==> src/rtl/agc_wb_pkg.sv <==
// Shared definitions for the AGC Wishbone sequencer: target register map, control bits,
// run status codes, sequencer states and the per-step bus request builder.
package agc_wb_pkg;

  localparam logic [7:0] AdrCtrl   = 8'h00;
  localparam logic [7:0] AdrSq     = 8'h04;
  localparam logic [7:0] AdrGt     = 8'h08;
  localparam logic [7:0] AdrLt     = 8'h0C;
  localparam logic [7:0] AdrScale  = 8'h10;
  localparam logic [7:0] AdrOffset = 8'h14;

  localparam int unsigned CtrlTick     = 0;
  localparam int unsigned CtrlDone     = 1;
  localparam int unsigned CtrlReset    = 2;
  localparam int unsigned CtrlLdScale  = 8;
  localparam int unsigned CtrlLdOffset = 9;
  localparam int unsigned CtrlApply    = 10;

  typedef enum logic [1:0] {
    StatusOk      = 2'd0,
    StatusBusErr  = 2'd1,
    StatusAckTmo  = 2'd2,
    StatusPollTmo = 2'd3
  } status_e;

  typedef enum logic [3:0] {
    StIdle,
    StWrScale,
    StWrOffset,
    StWrApply,
    StWrTick,
    StPollWait,
    StRdStat,
    StRdSq,
    StRdGt,
    StRdLt,
    StDone
  } state_e;

  typedef struct packed {
    logic        we;
    logic [7:0]  adr;
    logic [31:0] dat;
    logic [3:0]  sel;
  } xact_req_t;

  // Bus transaction issued on entry to a sequencer step; non-bus steps map to a harmless read.
  function automatic xact_req_t step_req(state_e st, logic [16:0] scale, logic [15:0] offset);
    xact_req_t r;
    r     = '0;
    r.adr = AdrCtrl;
    r.sel = 4'hF;
    case (st)
      StWrScale: begin
        r.we  = 1'b1;
        r.adr = AdrScale;
        r.dat = {15'b0, scale};
        r.sel = 4'b0111;
      end
      StWrOffset: begin
        r.we  = 1'b1;
        r.adr = AdrOffset;
        r.dat = {16'b0, offset};
        r.sel = 4'b0011;
      end
      StWrApply: begin
        r.we                = 1'b1;
        r.dat[CtrlLdScale]  = 1'b1;
        r.dat[CtrlLdOffset] = 1'b1;
        r.dat[CtrlApply]    = 1'b1;
        r.sel               = 4'b0010;
      end
      StWrTick: begin
        r.we            = 1'b1;
        r.dat[CtrlTick] = 1'b1;
        r.sel           = 4'b0001;
      end
      StRdSq:  r.adr = AdrSq;
      StRdGt:  r.adr = AdrGt;
      StRdLt:  r.adr = AdrLt;
      default: r.adr = AdrCtrl;
    endcase
    return r;
  endfunction

endpackage

==> src/rtl/wb_master_xact.sv <==
// Single-beat Wishbone initiator: registers one request, holds it until ack/err/timeout,
// and reports the outcome combinationally in the cycle the response is sampled.
module wb_master_xact #(
  parameter int unsigned ACK_TIMEOUT = 64
) (
  input  logic        wb_clk_i,
  input  logic        wb_rst_i,
  input  logic        req_i,
  input  logic        we_i,
  input  logic [7:0]  adr_i,
  input  logic [31:0] dat_i,
  input  logic [3:0]  sel_i,
  output logic        ready_o,
  output logic [31:0] rdata_o,
  output logic        ok_o,
  output logic        err_o,
  output logic        timeout_o,
  output logic        wb_cyc_o,
  output logic        wb_stb_o,
  output logic        wb_we_o,
  output logic [7:0]  wb_adr_o,
  output logic [31:0] wb_dat_o,
  output logic [3:0]  wb_sel_o,
  input  logic [31:0] wb_dat_i,
  input  logic        wb_ack_i,
  input  logic        wb_err_i,
  input  logic        wb_rty_i
);

  localparam int unsigned TmoW = $clog2(ACK_TIMEOUT + 1);
  localparam logic [TmoW-1:0] TmoLast = TmoW'(ACK_TIMEOUT - 1);

  logic            cyc_q, cyc_d;
  logic            we_q, we_d;
  logic [7:0]      adr_q, adr_d;
  logic [31:0]     dat_q, dat_d;
  logic [3:0]      sel_q, sel_d;
  logic [TmoW-1:0] tmo_q, tmo_d;
  logic            fail;

  always_comb begin
    fail      = wb_err_i | wb_rty_i;
    err_o     = cyc_q & fail;
    ok_o      = cyc_q & wb_ack_i & ~fail;
    timeout_o = cyc_q & ~wb_ack_i & ~fail & (tmo_q == TmoLast);
    ready_o   = ~cyc_q;
    rdata_o   = wb_dat_i;

    cyc_d = cyc_q;
    we_d  = we_q;
    adr_d = adr_q;
    dat_d = dat_q;
    sel_d = sel_q;
    tmo_d = tmo_q;
    if (cyc_q) begin
      // Dropping cyc here guarantees at least one idle cycle before the next request lands.
      if (ok_o || err_o || timeout_o) begin
        cyc_d = 1'b0;
      end else begin
        tmo_d = tmo_q + 1'b1;
      end
    end else if (req_i) begin
      cyc_d = 1'b1;
      tmo_d = '0;
      we_d  = we_i;
      adr_d = adr_i;
      dat_d = dat_i;
      sel_d = sel_i;
    end
  end

  always_ff @(posedge wb_clk_i or posedge wb_rst_i) begin
    if (wb_rst_i) begin
      cyc_q <= 1'b0;
      we_q  <= 1'b0;
      adr_q <= '0;
      dat_q <= '0;
      sel_q <= '0;
      tmo_q <= '0;
    end else begin
      cyc_q <= cyc_d;
      we_q  <= we_d;
      adr_q <= adr_d;
      dat_q <= dat_d;
      sel_q <= sel_d;
      tmo_q <= tmo_d;
    end
  end

  assign wb_cyc_o = cyc_q;
  assign wb_stb_o = cyc_q;
  assign wb_we_o  = we_q;
  assign wb_adr_o = adr_q;
  assign wb_dat_o = dat_q;
  assign wb_sel_o = sel_q;

endmodule

==> src/rtl/agc_wb_sequencer.sv <==
// Runs one AGC measurement cycle over Wishbone (optional load, tick, poll, three reads)
// behind a single start/done handshake.
module agc_wb_sequencer
  import agc_wb_pkg::*;
#(
  parameter int unsigned ACK_TIMEOUT   = 64,
  parameter int unsigned POLL_INTERVAL = 256,
  parameter int unsigned POLL_LIMIT    = 4096
) (
  input  logic        wb_clk_i,
  input  logic        wb_rst_i,
  output logic        wb_cyc_o,
  output logic        wb_stb_o,
  output logic        wb_we_o,
  output logic [7:0]  wb_adr_o,
  output logic [31:0] wb_dat_o,
  output logic [3:0]  wb_sel_o,
  input  logic [31:0] wb_dat_i,
  input  logic        wb_ack_i,
  input  logic        wb_err_i,
  input  logic        wb_rty_i,
  input  logic        start_i,
  input  logic        load_i,
  input  logic [16:0] scale_i,
  input  logic [15:0] offset_i,
  output logic        busy_o,
  output logic        done_o,
  output logic [1:0]  status_o,
  output logic [24:0] sq_o,
  output logic [20:0] gt_o,
  output logic [20:0] lt_o
);

  localparam int unsigned PivW  = $clog2(POLL_INTERVAL + 1);
  localparam int unsigned PcntW = $clog2(POLL_LIMIT + 1);

  state_e           state_q, state_d;
  status_e          status_q, status_d;
  logic             issued_q, issued_d;
  logic [16:0]      scale_q, scale_d;
  logic [15:0]      offset_q, offset_d;
  logic [PivW-1:0]  piv_q, piv_d;
  logic [PcntW-1:0] pcnt_q, pcnt_d;
  logic [24:0]      sq_q, sq_d;
  logic [20:0]      gt_q, gt_d;
  logic [20:0]      lt_q, lt_d;

  logic        req;
  xact_req_t   req_fields;
  logic [16:0] scale_mux;
  logic [15:0] offset_mux;
  logic        x_ready, x_ok, x_err, x_tmo;
  logic [31:0] x_rdata;
  logic        unused_rdata;

  assign unused_rdata = ^x_rdata[31:25];

  always_comb begin
    state_d  = state_q;
    status_d = status_q;
    issued_d = issued_q;
    scale_d  = scale_q;
    offset_d = offset_q;
    piv_d    = piv_q;
    pcnt_d   = pcnt_q;
    sq_d     = sq_q;
    gt_d     = gt_q;
    lt_d     = lt_q;
    req      = 1'b0;

    unique case (state_q)
      StIdle: begin
        if (start_i) begin
          state_d  = load_i ? StWrScale : StWrTick;
          scale_d  = scale_i;
          offset_d = offset_i;
          status_d = StatusOk;
          pcnt_d   = '0;
          req      = 1'b1;
          issued_d = 1'b1;
        end
      end
      StPollWait: begin
        // First cycle here is the bus gap after the previous ack; the interval follows it.
        if (piv_q == PivW'(POLL_INTERVAL)) begin
          state_d  = StRdStat;
          req      = 1'b1;
          issued_d = 1'b1;
        end else begin
          piv_d = piv_q + 1'b1;
        end
      end
      StDone: state_d = StIdle;
      StWrScale, StWrOffset, StWrApply, StWrTick, StRdStat, StRdSq, StRdGt, StRdLt: begin
        if (x_err) begin
          state_d  = StDone;
          status_d = StatusBusErr;
        end else if (x_tmo) begin
          state_d  = StDone;
          status_d = StatusAckTmo;
        end else if (x_ok) begin
          issued_d = 1'b0;
          case (state_q)
            StWrScale:  state_d = StWrOffset;
            StWrOffset: state_d = StWrApply;
            StWrApply:  state_d = StWrTick;
            StWrTick: begin
              state_d = StPollWait;
              piv_d   = '0;
            end
            StRdStat: begin
              if (x_rdata[CtrlDone]) begin
                state_d = StRdSq;
              end else if (pcnt_q == PcntW'(POLL_LIMIT - 1)) begin
                state_d  = StDone;
                status_d = StatusPollTmo;
              end else begin
                pcnt_d  = pcnt_q + 1'b1;
                state_d = StPollWait;
                piv_d   = '0;
              end
            end
            StRdSq: begin
              sq_d    = x_rdata[24:0];
              state_d = StRdGt;
            end
            StRdGt: begin
              gt_d    = x_rdata[20:0];
              state_d = StRdLt;
            end
            default: begin
              lt_d     = x_rdata[20:0];
              state_d  = StDone;
              status_d = StatusOk;
            end
          endcase
        end else if (!issued_q && x_ready) begin
          req      = 1'b1;
          issued_d = 1'b1;
        end
      end
      default: state_d = StIdle;
    endcase

    // The request always describes the step being entered, so IDLE uses the live inputs.
    scale_mux  = (state_q == StIdle) ? scale_i : scale_q;
    offset_mux = (state_q == StIdle) ? offset_i : offset_q;
    req_fields = step_req(state_d, scale_mux, offset_mux);
  end

  always_ff @(posedge wb_clk_i or posedge wb_rst_i) begin
    if (wb_rst_i) begin
      state_q  <= StIdle;
      status_q <= StatusOk;
      issued_q <= 1'b0;
      scale_q  <= '0;
      offset_q <= '0;
      piv_q    <= '0;
      pcnt_q   <= '0;
      sq_q     <= '0;
      gt_q     <= '0;
      lt_q     <= '0;
    end else begin
      state_q  <= state_d;
      status_q <= status_d;
      issued_q <= issued_d;
      scale_q  <= scale_d;
      offset_q <= offset_d;
      piv_q    <= piv_d;
      pcnt_q   <= pcnt_d;
      sq_q     <= sq_d;
      gt_q     <= gt_d;
      lt_q     <= lt_d;
    end
  end

  wb_master_xact #(
    .ACK_TIMEOUT(ACK_TIMEOUT)
  ) u_xact (
    .wb_clk_i (wb_clk_i),
    .wb_rst_i (wb_rst_i),
    .req_i    (req),
    .we_i     (req_fields.we),
    .adr_i    (req_fields.adr),
    .dat_i    (req_fields.dat),
    .sel_i    (req_fields.sel),
    .ready_o  (x_ready),
    .rdata_o  (x_rdata),
    .ok_o     (x_ok),
    .err_o    (x_err),
    .timeout_o(x_tmo),
    .wb_cyc_o (wb_cyc_o),
    .wb_stb_o (wb_stb_o),
    .wb_we_o  (wb_we_o),
    .wb_adr_o (wb_adr_o),
    .wb_dat_o (wb_dat_o),
    .wb_sel_o (wb_sel_o),
    .wb_dat_i (wb_dat_i),
    .wb_ack_i (wb_ack_i),
    .wb_err_i (wb_err_i),
    .wb_rty_i (wb_rty_i)
  );

  assign busy_o   = (state_q != StIdle) && (state_q != StDone);
  assign done_o   = (state_q == StDone);
  assign status_o = status_q;
  assign sq_o     = sq_q;
  assign gt_o     = gt_q;
  assign lt_o     = lt_q;

endmodule

==> config.mk <==
export PLATFORM = sky130hd
export DESIGN_NAME = agc_wb_sequencer
export DESIGN_NICKNAME = d
export VERILOG_FILES = /design/src/rtl/agc_wb_pkg.sv /design/src/rtl/wb_master_xact.sv /design/src/rtl/agc_wb_sequencer.sv
export SDC_FILE = /design/constraint.sdc
export NUM_CORES = 1
export LEC_CHECK = 0
export BUFFER_PORTS_ARGS = -buffer_cell sky130_fd_sc_hd__clkbuf_2
export CORE_MARGIN = 2
export CORE_UTILIZATION = 30
export DETAILED_ROUTE_END_ITERATION = 10
export PLACE_DENSITY = 0.49
export SYNTH_ARGS = -nofsm -noshare
export SYNTH_HDL_FRONTEND = slang
export SYNTH_SLANG_ARGS = --single-unit
export TNS_END_PERCENT = 30
==> constraint.sdc <==
create_clock -name wb_clk_i -period 13.3 [get_ports wb_clk_i]
set_input_delay 0.665 -clock wb_clk_i [delete_from_list [all_inputs] [get_ports wb_clk_i]]
set_output_delay 0.665 -clock wb_clk_i [all_outputs]
set_load 0.02 [all_outputs]
After elaboration in Yosys (flattened, before gate mapping)
Cells that the tools add are included.
{"block": "classes", "addsub": 3, "multipliers": 0, "n_div": 0, "magnitude_cmp": 0, "eq_ne": 39, "shifts": 0, "mux": 63, "bitwise": 13, "reduce_logical": 25}
{"cell": "$mux W13", "n": 7}
{"cell": "$mux W9", "n": 6}
{"cell": "$pmux W9 S2", "n": 2}
{"cell": "$mux W4", "n": 7}
{"cell": "$pmux W4 S7", "n": 1}
{"cell": "$pmux W13 S2", "n": 1}
{"cell": "$pmux W5 S5", "n": 1}
{"cell": "$eq A4 B3 Y1 const B", "n": 6}
{"cell": "$mux W7", "n": 3}
{"cell": "$eq A4 B4 Y1 const B", "n": 5}
{"cell": "$ne A2 B2 Y1 const B", "n": 9}
{"cell": "$mux W17", "n": 1}
{"cell": "$eq A4 B2 Y1 const B", "n": 4}
{"cell": "$mux W1", "n": 16}
{"cell": "$mux W16", "n": 1}
{"cell": "$pmux W4 S4", "n": 1}
{"cell": "$reduce_and A8 Y1", "n": 2}
{"cell": "$reduce_and A5 Y1", "n": 3}
{"cell": "$pmux W7 S2", "n": 1}
{"cell": "$add A13 B1 Y13 const B", "n": 1}
{"cell": "$eq A13 B12 Y1 const B", "n": 1}
{"cell": "$mux W2", "n": 6}
{"cell": "$pmux W4 S3", "n": 1}
{"cell": "$pmux W6 S2", "n": 1}
{"cell": "32 further kinds", "n": 56}
{"block": "totals", "ff_bits": 182, "latch_bits": 0, "ram_bits": 0, "romBits": 0, "inputBits": 72, "out_inout_bits": 118, "word_cells": 159, "mem_count": 0}

Depth between registers and ports, before layout
Gate-level depths: netlist of the first run.
{"block": "depth", "word_depth": 11, "mapped_depth": 11, "mapped_depth_nobuf": 9}

By module
A second synthesis of the first run with hierarchy kept.
{"block": "unflattened", "cells_unflattened": 894, "area_unflattened_um2": 8861.0}
{"module": "agc_wb_sequencer", "n_inst": 1, "cells_per_inst": 624, "area_each_um2": 6454.9, "seq_area_each_um2": 3228.1}
{"module": "wb_master_xact", "n_inst": 1, "cells_per_inst": 270, "area_each_um2": 2406.1, "seq_area_each_um2": 1326.3}

Worst setup path before layout of the first run
No wires, ideal clock.
{"block": "synth_path", "path_type": "in2reg", "startpoint": "input wb_rty_i", "endpoint": "register u_xact.dat_q[10] (netlist: u_xact.wb_dat_o[10])", "setup_ps": 121, "arrival_time_ps": 2546, "required_ps": 13179, "path_slack_ps": 10633, "path_stages": 7, "n_path_buf": 1, "path_cell_list": "or4b_4 > nor4_4 > nor4_1 > o31ai_4 > nor3_2 > buf_2 > a22o_1"}
{"block": "synth_via", "elab_chain_cells": 9, "word_cells_on_any_way": 19, "cone_classes": "3 x eq/ne; 9 x mux; 6 x bitwise; 1 x reduce/logical"}
{"element": "start, declared", "line_no": "agc_wb_sequencer.sv:21", "rtl": "input logic wb_rty_i,"}
{"element": "$or A1 B1 Y1 (*)", "line_no": "wb_master_xact.sv:42", "rtl": "fail = wb_err_i | wb_rty_i;"}
{"element": "$not A1 Y1", "line_no": "wb_master_xact.sv:44, wb_master_xact.sv:45"}
{"element": "$and A1 B1 Y1 (on tied branches)", "line_no": "wb_master_xact.sv:44, wb_master_xact.sv:45"}
{"element": "$mux W4 / $and A1 B1 Y1 (equally long branches)", "line_no": "agc_wb_sequencer.sv:101, wb_master_xact.sv:45"}
{"element": "$mux W4", "line_no": "agc_wb_sequencer.sv:98", "rtl": "end else if (x_tmo) begin"}
{"element": "$mux W4", "line_no": "agc_wb_sequencer.sv:95", "rtl": "if (x_err) begin"}
{"element": "$pmux W4 S3", "line_no": "agc_wb_sequencer.sv:71", "rtl": "unique case (state_q)"}
{"element": "$eq A4 B2 Y1 / $eq A4 B1 Y1 (equally long branches)", "line_no": "agc_wb_pkg.sv:53", "rtl": "case (st)"}
{"element": "$pmux W3 S3", "line_no": "agc_wb_pkg.sv:53"}
{"element": "end signal, assigned", "line_no": "wb_master_xact.sv:84", "rtl": "dat_q <= dat_d;"}
{"element": "end, declared", "line_no": "wb_master_xact.sv:36", "rtl": "logic [31:0] dat_q, dat_d;"}
Every way passes the cells marked *; elsewhere a longest branch is shown, timed or not.
A chain may end at the register's enable or synchronous reset.

Worst setup path in the final report of the first run
{"block": "layout_path", "startpoint": "register state_q[0]", "endpoint": "register u_xact.dat_q[13] (netlist: u_xact.wb_dat_o[13])"}
{"block": "layout_via", "elab_chain_cells": 8, "word_cells_on_any_way": 25, "cone_classes": "11 x eq/ne; 11 x mux; 3 x reduce/logical"}
{"element": "start, declared", "line_no": "agc_wb_sequencer.sv:37", "rtl": "state_e state_q, state_d;"}
{"element": "start signal, assigned", "line_no": "agc_wb_sequencer.sv:153", "rtl": "state_q <= StIdle;"}
{"element": "start signal, assigned", "line_no": "agc_wb_sequencer.sv:164", "rtl": "state_q <= state_d;"}
{"element": "$eq A4 B4 Y1 (tied with other cells)", "line_no": "agc_wb_sequencer.sv:71, agc_wb_sequencer.sv:103"}
{"element": "$pmux W4 S7", "line_no": "agc_wb_sequencer.sv:103", "rtl": "case (state_q)"}
{"element": "$mux W4", "line_no": "agc_wb_sequencer.sv:101", "rtl": "end else if (x_ok) begin"}
{"element": "$mux W4", "line_no": "agc_wb_sequencer.sv:98"}
{"element": "$mux W4", "line_no": "agc_wb_sequencer.sv:95"}
{"element": "$pmux W4 S3", "line_no": "agc_wb_sequencer.sv:71"}
{"element": "$eq A4 B2 Y1 / $eq A4 B1 Y1 (equally long branches)", "line_no": "agc_wb_pkg.sv:53"}
{"element": "$pmux W6 S2", "line_no": "agc_wb_pkg.sv:53"}
Parallel ways exist; a longest one is shown, timed or not.

==> metrics.txt, run 1 <==
# TYPE chip_impl_metric gauge
chip_impl_metric{name="r2r_cells",unit=""} 8
chip_impl_metric{name="synthAdderAreaFrac",unit="%"} 0.6514
chip_impl_metric{name="ios",unit=""} 190
chip_impl_metric{name="post-place-cells",unit=""} 1173
chip_impl_metric{name="syn_area_per_cell",unit="sq um"} 10.79
chip_impl_metric{name="powerDensity",unit="nW/um^2"} 210.7
chip_impl_info{name="synth_top_family_by_area",value="simple AND/OR/NAND/NOR gates"} 1
chip_impl_metric{name="routed_wl",unit="um"} 19190
chip_impl_metric{name="ctsLongestPathBuffers",unit=""} 2
chip_impl_metric{name="area_taken_by_multi_input_logic_gates",unit="sq um"} 3321
chip_impl_metric{name="synth_sequential_area_ratio",unit="%"} 52.76
chip_impl_metric{name="irDropWorstVdd",unit="mV"} 0.09849
chip_impl_metric{name="fin_crit",unit="ns"} 3.349
chip_impl_info{name="outcome",value="completed"} 1
chip_impl_metric{name="synth_mux_area_share",unit="%"} 14.15
chip_impl_metric{name="drc",unit=""} 0
chip_impl_metric{name="fmaxAchievable",unit="GHz"} 0.2986
chip_impl_metric{name="final.fill_count",unit=""} 2560
chip_impl_metric{name="yosys_warnings",unit=""} 0
chip_impl_info{name="unrepaired_setup_endpoints_after_global_routing",value="false"} 1
chip_impl_info{name="tritoncts",value="built"} 1
chip_impl_metric{name="synth-edff-count",unit=""} 0
chip_impl_metric{name="report.final.hold_viol_count",unit=""} 0
chip_impl_info{name="crit_type",value="flop to flop"} 1
chip_impl_info{name="hold_path_class",value="input port to asynchronous set/reset pin"} 1
chip_impl_metric{name="synth.cell_area",unit="sq um"} 7684
chip_impl_metric{name="post_route_cells_drive_above_1_share",unit="%"} 33.94
chip_impl_metric{name="cts.reportedPaths.clkPinSlew",unit="ns"} 0.07
chip_impl_metric{name="slew_headroom",unit="%"} 32.85
chip_impl_metric{name="vias_in_the_first_global_route",unit=""} 5378
chip_impl_metric{name="nNetsFinal",unit=""} 938
chip_impl_info{name="clock_tree_root",value="sky130_fd_sc_hd__clkbuf_16"} 1
chip_impl_metric{name="ff_latch_area",unit="sq um"} 4054
chip_impl_info{name="layout_common_cells",value="162 x sky130_fd_sc_hd__dfrtp_1, 162 x sky130_fd_sc_hd__clkbuf_2, 128 x sky130_fd_sc_hd__nand2_1"} 1
chip_impl_metric{name="place.port_buffers",unit=""} 162
chip_impl_metric{name="hold_buffers",unit=""} 0
chip_impl_metric{name="worst-path-max-fanout",unit=""} 19
chip_impl_metric{name="yosys_register_bits",unit=""} 162
chip_impl_metric{name="area_delta_synth_final",unit="%"} 21.66
chip_impl_info{name="worstReg2RegStart",value="state_q[0]$_DFF_PP0_"} 1
chip_impl_metric{name="static-leakage-power",unit="nW"} 4.689
chip_impl_metric{name="timing.critical_path.required",unit="ns"} 13.61
chip_impl_metric{name="synth_xor_area_share",unit="%"} 1.710
chip_impl_metric{name="avgViaCountPerCell",unit=""} 4.740
chip_impl_metric{name="die_footprint",unit="sq um"} 26910
chip_impl_metric{name="postSynthCellCount",unit=""} 712
chip_impl_metric{name="tightestPinTransition",unit="ns"} 1.007
chip_impl_metric{name="detailroute.via_count",unit=""} 5712
chip_impl_metric{name="drt_first_pass_iters",unit=""} 4
chip_impl_metric{name="place.gp.congestion",unit=""} 0.7605
chip_impl_metric{name="detail_route.wl_per_cell",unit="um"} 15.92
chip_impl_info{name="element_type_at_the_critical_path_end",value="flop"} 1
chip_impl_metric{name="post-dp-hpwl",unit="um"} 12760
chip_impl_metric{name="globalRouteOverflowTotal",unit=""} 0
chip_impl_metric{name="num_rows",unit=""} 58
chip_impl_metric{name="die_x",unit="um"} 164.0
chip_impl_metric{name="grt_start_max_net_pins",unit=""} 87
chip_impl_metric{name="global_route_wire_length_before_repair",unit="um"} 30030
chip_impl_metric{name="antenna_cells_inserted",unit=""} 0
chip_impl_info{name="crit-reg2reg-capture",value="u_xact.wb_dat_o[13]$_DFFE_PP0P_"} 1
chip_impl_metric{name="setup-tns-final",unit="ns"} 0
chip_impl_metric{name="setup_violations",unit=""} 0
chip_impl_metric{name="max_cap_violations",unit=""} 0
chip_impl_metric{name="synth-compound-area-share",unit="%"} 10.13
chip_impl_metric{name="worst-r2r-setup-slack",unit="ns"} 9.95
chip_impl_metric{name="crit_arrival",unit="ns"} 3.66
chip_impl_metric{name="timing.final.max_slew_violations",unit=""} 0
chip_impl_metric{name="share_of_synthesized_cell_area_in_and_or_nand_and_nor_gates",unit="%"} 15.44
chip_impl_metric{name="cts_resized",unit=""} 0
chip_impl_metric{name="asyncSetResetFlopFracSynth",unit="%"} 100.0
chip_impl_metric{name="grt_antenna_before_repair",unit=""} 0
chip_impl_metric{name="h_tree_lvl_count",unit=""} 4
chip_impl_metric{name="first_iter_violations",unit=""} 381
chip_impl_metric{name="antenna_violating_nets_post_route",unit=""} 0
chip_impl_info{name="cp-start-kind",value="flop"} 1
chip_impl_metric{name="post_route_clock_period_utilization",unit="%"} 25.18
chip_impl_info{name="dominantRegCellSynth",value="sky130_fd_sc_hd__dfrtp_1"} 1
chip_impl_metric{name="cts.sinks",unit=""} 162
chip_impl_metric{name="coreArea",unit="sq um"} 25180
chip_impl_metric{name="worst_clock_skew",unit="ns"} 0.01630
chip_impl_metric{name="chipHeight",unit="um"} 164.0
chip_impl_metric{name="number_of_buffers_added_by_the_clock_tree_synthesis_step",unit=""} 17
chip_impl_metric{name="later_pin_clock_latency_in_the_skew_report",unit="ns"} 0.43
chip_impl_metric{name="layoutNonFillerInstCount",unit=""} 1205
chip_impl_metric{name="cts.repair_timing.setup_buffer_count",unit=""} 0
chip_impl_metric{name="ys_types",unit=""} 68
chip_impl_metric{name="start_util",unit="%"} 30.51
chip_impl_metric{name="gr-usage-all-layers",unit="%"} 14.36
==> metrics by stage <==
stage          setup slack [ns]  utilization (%)  area [sq um]  total power [W]  hold slack, ns
2_1_floorplan             8.258                -          7755         0.001281          0.4379
3_3_place_gp              9.911            34.73          8746         0.001486          0.4507
3_5_place_dp              9.890            34.73          8746         0.001496          0.4556
4_1_cts                   9.927            37.12          9348         0.001998          0.4110
5_1_grt                   9.616            37.12          9348         0.002109          0.4319
6_report                  9.951            37.12          9348         0.001970          0.3610
==> worst max-delay path by stage <==
stage                         startpoint                         endpoint  slack (ns)  cells past startpoint
floorplan                       wb_rst_i              gt_o[0]$_DFFE_PP0P_        8.26                      1
global placement                wb_rty_i   u_xact.wb_dat_o[0]$_DFFE_PP0P_        9.91                     10
detailed placement              wb_err_i   u_xact.wb_adr_o[4]$_DFFE_PP0P_        9.89                      8
CTS                 state_q[0]$_DFF_PP0_  u_xact.wb_dat_o[13]$_DFFE_PP0P_        9.93                      8
global route        state_q[0]$_DFF_PP0_   u_xact.wb_adr_o[4]$_DFFE_PP0P_        9.62                      8
finish              state_q[0]$_DFF_PP0_  u_xact.wb_dat_o[13]$_DFFE_PP0P_        9.95                      8
==> layout make-up <==
cell class | count | share of cell area, %
Sequential cell | 162 | 43.37
Clock buffer | 17 | 4.551
Timing Repair Buffer | 173 | 9.557
Inverter | 16 | 0.6960
Multi-Input combinational cell | 492 | 35.52
Tap cell | 330 | 4.417
Clock inverter | 15 | 1.887
==> logic make-up after synthesis <==
group           count (synthesis)
compound gates                105
xor+xnor                       15
fa+ha+maj                       4
buf+inv                        77
flops                         162
mux                           100
other cells                     1
simple gates                  248
==> per-layer routing <==
metal,wire length (um),GRT usage (%),part of all wire (%),vias up
li1,-,-,-,2765
met1,8875,19.30,46,2801
met2,9345,23.22,49,132
met3,716,2.854,3.7,14
met4,248,4.705,1.3,0
met5,0,0,0,-
==> Yosys cell counts (all sizes together) (2+ instances only) <==
cell type	n	share of area, %
nor3	8	0.59
o41ai	2	0.23
or2	2	0.16
o31ai	5	0.67
nor4b	4	0.54
dfrtp	162	53
a21o	3	0.29
nor3b	2	0.20
nand4	6	0.57
ha	4	0.65
a21oi	9	0.59
a31oi	2	0.16
a22oi	2	0.20
xor2	6	0.68
a311oi	3	0.65
o22ai	16	1.5
nor4bb	2	0.26
nand2	128	6.3
inv	16	0.78
a311o	2	0.26
and4	2	0.23
a211oi	2	0.26
nor2	43	2.2
o211ai	2	0.20
and3b	2	0.23
xnor2	9	1.0
nor4	7	0.85
mux2	69	10
clkbuf	14	0.68
or3	2	0.16
a22o	16	1.8
a221o	2	0.26
buf	47	3.6
nand3b	2	0.20
nand3	18	1.2
o21ai	30	2.0
a2111oi	3	0.34
and3	7	0.57
mux2i	31	4.0
nor2b	5	0.41
and2	4	0.33
==> registers in the layout, indices dropped and copies added (netlist names) <==
signal           count
u_xact.wb_dat_o     17
gt_o                21
sq_o                25
pcnt_q              13
scale_q             17
u_xact.wb_we_o       1
offset_q            16
u_xact.wb_adr_o      3
status_o             2
piv_q                9
u_xact.tmo_q         7
u_xact.wb_cyc_o      1
state_q              4
issued_q             1
u_xact.wb_sel_o      4
lt_o                21
==> critical path: stages, from the launching register on <==
cell and delay [ns]:
sky130_fd_sc_hd__dfrtp_1 0.71, sky130_fd_sc_hd__or3_1 0.20, sky130_fd_sc_hd__a21oi_1 0.09, sky130_fd_sc_hd__nor2_1 0.78
sky130_fd_sc_hd__a311oi_4 0.38, sky130_fd_sc_hd__o21ai_1 0.52, sky130_fd_sc_hd__buf_4 0.28, sky130_fd_sc_hd__o22ai_1 0.07
sky130_fd_sc_hd__a22o_1 0.20
==> power by group <==
part           switching, W  total, W  internal [W]
clock network      0.000239  0.000494      0.000255
registers         0.0000951  0.000718      0.000623
logic              0.000470  0.000758      0.000288
total              0.000804   0.00197       0.00117
Power figures use the tool's default switching activity.
==> run 2: changes to the inputs <==
--- a/config.mk
+++ b/config.mk
@@ -9,7 +9,7 @@
 export CORE_MARGIN = 2
 export CORE_UTILIZATION = 30
 export DETAILED_ROUTE_END_ITERATION = 10
-export PLACE_DENSITY = 0.49
+export PLACE_DENSITY = 0.51
 export SYNTH_ARGS = -nofsm -noshare
 export SYNTH_HDL_FRONTEND = slang
 export SYNTH_SLANG_ARGS = --single-unit
==> constraint.sdc (replaced) <==
create_clock -name wb_clk_i -period 2.8 [get_ports wb_clk_i]
set_input_delay 0.14 -clock wb_clk_i [delete_from_list [all_inputs] [get_ports wb_clk_i]]
set_output_delay 0.14 -clock wb_clk_i [all_outputs]
set_load 0.02 [all_outputs]
==> run 2 against run 1 <==
Power rose to 4.9 times the previous value. Sequential share of layout area is 3.6 points lower. Flip-flop and latch count stayed put. Final cell count increased by 7.2%. Clock skew decreased by 0.0011 ns. Global-route usage rose by 0.82 points. Count of clock-buffer cells in the layout is the same. Sequential power grew to 4.7 times the previous value. Critical path type unchanged.
==> metrics.txt, run 2 (same netlist as run 1, synthesis figures left out) <==
# TYPE chip_impl_metric gauge
chip_impl_info{name="outcome",value="completed"} 1
chip_impl_metric{name="slew_headroom",unit="%"} 33.45
chip_impl_info{name="cp-start-kind",value="flop"} 1
chip_impl_metric{name="coreArea",unit="sq um"} 25180
chip_impl_info{name="layout_common_cells",value="162 x sky130_fd_sc_hd__dfrtp_1, 162 x sky130_fd_sc_hd__clkbuf_2, 128 x sky130_fd_sc_hd__nand2_1"} 1
chip_impl_metric{name="number_of_flip_flops_under_the_largest_register_name",unit=""} 25
chip_impl_metric{name="gr-usage-all-layers",unit="%"} 15.17
chip_impl_metric{name="avgViaCountPerCell",unit=""} 4.648
chip_impl_metric{name="global_route_wire_length_before_repair",unit="um"} 31960
chip_impl_metric{name="h_tree_lvl_count",unit=""} 4
chip_impl_metric{name="detailroute.via_count",unit=""} 6005
chip_impl_info{name="unrepaired_setup_endpoints_after_global_routing",value="true"} 1
chip_impl_metric{name="number_of_buffers_added_by_the_clock_tree_synthesis_step",unit=""} 17
chip_impl_metric{name="irDropWorstVdd",unit="mV"} 0.4555
chip_impl_metric{name="routed_wl",unit="um"} 20040
chip_impl_info{name="element_type_at_the_critical_path_end",value="flop"} 1
chip_impl_metric{name="cts.reportedPaths.clkPinSlew",unit="ns"} 0.07
chip_impl_metric{name="nNetsFinal",unit=""} 1024
chip_impl_metric{name="later_pin_clock_latency_in_the_skew_report",unit="ns"} 0.43
chip_impl_metric{name="powerDensity",unit="nW/um^2"} 950.1
chip_impl_metric{name="post_route_cells_drive_above_1_share",unit="%"} 34.03
chip_impl_metric{name="drc",unit=""} 0
chip_impl_metric{name="grt_antenna_before_repair",unit=""} 1
chip_impl_metric{name="area_taken_by_multi_input_logic_gates",unit="sq um"} 3339
chip_impl_metric{name="setup_violations",unit=""} 0
chip_impl_metric{name="use_met2",unit="%"} 24.66
chip_impl_metric{name="first_iter_violations",unit=""} 259
chip_impl_metric{name="place.port_buffers",unit=""} 162
chip_impl_metric{name="final.hold.worst_slack",unit="ns"} 0.1006
chip_impl_metric{name="preCtsSetupSlack",unit="ns"} 0.07116
chip_impl_metric{name="post_route_clock_period_utilization",unit="%"} 94.29
chip_impl_metric{name="crit_arrival",unit="ns"} 2.95
chip_impl_metric{name="fmaxAchievable",unit="GHz"} 0.3788
chip_impl_metric{name="ff_latch_area",unit="sq um"} 4054
chip_impl_info{name="tritoncts",value="built"} 1
chip_impl_metric{name="area_delta_synth_final",unit="%"} 32.83
chip_impl_metric{name="cts.sinks",unit=""} 162
chip_impl_metric{name="timing.critical_path.required",unit="ns"} 3.11
chip_impl_metric{name="die_x",unit="um"} 164.0
chip_impl_metric{name="die_footprint",unit="sq um"} 26910
chip_impl_metric{name="vias_in_the_first_global_route",unit=""} 5944
chip_impl_metric{name="fin_crit",unit="ns"} 2.640
chip_impl_metric{name="num_rows",unit=""} 58
chip_impl_metric{name="tightestPinTransition",unit="ns"} 0.9962
chip_impl_info{name="clock_tree_root",value="sky130_fd_sc_hd__clkbuf_16"} 1
chip_impl_metric{name="static-leakage-power",unit="nW"} 5.090
chip_impl_metric{name="ios",unit=""} 190
chip_impl_metric{name="report.final.hold_viol_count",unit=""} 0
chip_impl_metric{name="grt_start_max_net_pins",unit=""} 44
chip_impl_info{name="hold_path_class",value="input port to flop"} 1
chip_impl_metric{name="cts.repair_timing.setup_buffer_count",unit=""} 0
chip_impl_info{name="grt_most_used_layer",value="met2"} 1
chip_impl_metric{name="worst_clock_skew",unit="ns"} 0.01517
chip_impl_metric{name="drt_first_pass_iters",unit=""} 6
chip_impl_metric{name="place.gp.congestion",unit=""} 0.8082
chip_impl_metric{name="max_cap_violations",unit=""} 0
chip_impl_metric{name="antenna_violating_nets_post_route",unit=""} 0
chip_impl_metric{name="worst-path-max-fanout",unit=""} 35
chip_impl_metric{name="groute.layer.met3.usage",unit="%"} 3.030
chip_impl_metric{name="final.fill_count",unit=""} 2457
chip_impl_metric{name="met1_usage",unit="%"} 20.46
chip_impl_metric{name="post-dp-hpwl",unit="um"} 13620
chip_impl_info{name="crit_type",value="flop to flop"} 1
chip_impl_metric{name="ctsLongestPathBuffers",unit=""} 2
chip_impl_metric{name="chipHeight",unit="um"} 164.0
chip_impl_metric{name="detail_route.wl_per_cell",unit="um"} 15.51
chip_impl_metric{name="globalRouteOverflowTotal",unit=""} 0
chip_impl_metric{name="timing.final.max_slew_violations",unit=""} 0
chip_impl_metric{name="start_util",unit="%"} 30.51
chip_impl_metric{name="fin_ws",unit="ns"} 0.1598
-- run 2: cell types whose count changed in the layout (fill, tap and decap cells not counted), sizes merged --
cell,change
buf,+28
diode,+1
inv,-1
clkinvlp,-1
dlygate4sd3,+58
clkinv,+2
-- run 2: worst paths after layout --
check | startpoint | to | slack, ns | cells after the start
worst max-delay path | state_q[2]$_DFF_PP0_ | u_xact.wb_adr_o[2]$_DFFE_PP0P_ | 0.16 | 8
worst min-delay path | wb_dat_i[1] | lt_o[1]$_DFFE_PP0P_ | 0.10 | 2
worst max register to register | state_q[2]$_DFF_PP0_ | u_xact.wb_adr_o[2]$_DFFE_PP0P_ | 0.16 | 8
worst min register to register | scale_q[9]$_DFFE_PP0P_ | scale_q[9]$_DFFE_PP0P_ | 0.47 | 2
max in group asynchronous | wb_rst_i | gt_o[1]$_DFFE_PP0P_ | 1.57 | 4
min in group asynchronous | wb_rst_i | pcnt_q[6]$_DFFE_PP0P_ | 0.48 | 3
-- run 2: through the flow --
stage | instance area (sq um) | util, % | std cells | setup TNS (ns) | total power (W)
floorplan | 7759 | - | 731 | 0 | 0.006083
global placement | 9017 | 35.81 | 1201 | 0 | 0.007296
detailed placement | 9017 | 35.81 | 1201 | 0 | 0.007335
CTS | 10180 | 40.43 | 1291 | 0 | 0.009785
global route | 10210 | 40.53 | 1292 | -0.3470 | 0.01036
finish | 10210 | 40.53 | 1292 | 0 | 0.009696
-- run 2: layout make-up --
class,count,area share [%]
timing repair buffer,259,17.15
clock inverter,15,1.545
multi-input combinational,492,32.72
clock buffer,17,4.168
antenna,1,0.02452
tap,330,4.046
sequential,162,39.72
inverter,16,0.6252
-- run 2: what timing repair did --
action	4_1_cts	5_1_grt
endpoints found under the hold margin	129	0
resized for setup	0	5
setup endpoints to repair	0	26
hold buffers	58	0
-- run 2: critical path: stages (launching register included) --
cell and delay (ns):
sky130_fd_sc_hd__dfrtp_1 0.51, sky130_fd_sc_hd__or3_1 0.36, sky130_fd_sc_hd__a21oi_1 0.28, sky130_fd_sc_hd__nor4_1 0.13, sky130_fd_sc_hd__o31ai_4 0.25, sky130_fd_sc_hd__buf_4 0.43
sky130_fd_sc_hd__inv_2 0.13, sky130_fd_sc_hd__and3_1 0.17, sky130_fd_sc_hd__a221o_1 0.25
-- run 2: layer usage --
metal / vias up / wire (um) / part of all wire (%)
li1: 2935 / - / -
met2: 109 / 10060 / 50
met5: - / 0 / 0
met3: 12 / 527 / 2.6
met1: 2949 / 9259 / 46
met4: 0 / 202 / 1.0
-- run 2: power by group --
part	leakage, nW	total (W)	switching [W]	internal (W)
combinational	2.64	0.00401	0.00237	0.00164
sequential	2.16	0.00336	0.000395	0.00297
clock	0.289	0.00232	0.00112	0.00120
total	5.09	0.00970	0.00389	0.00580
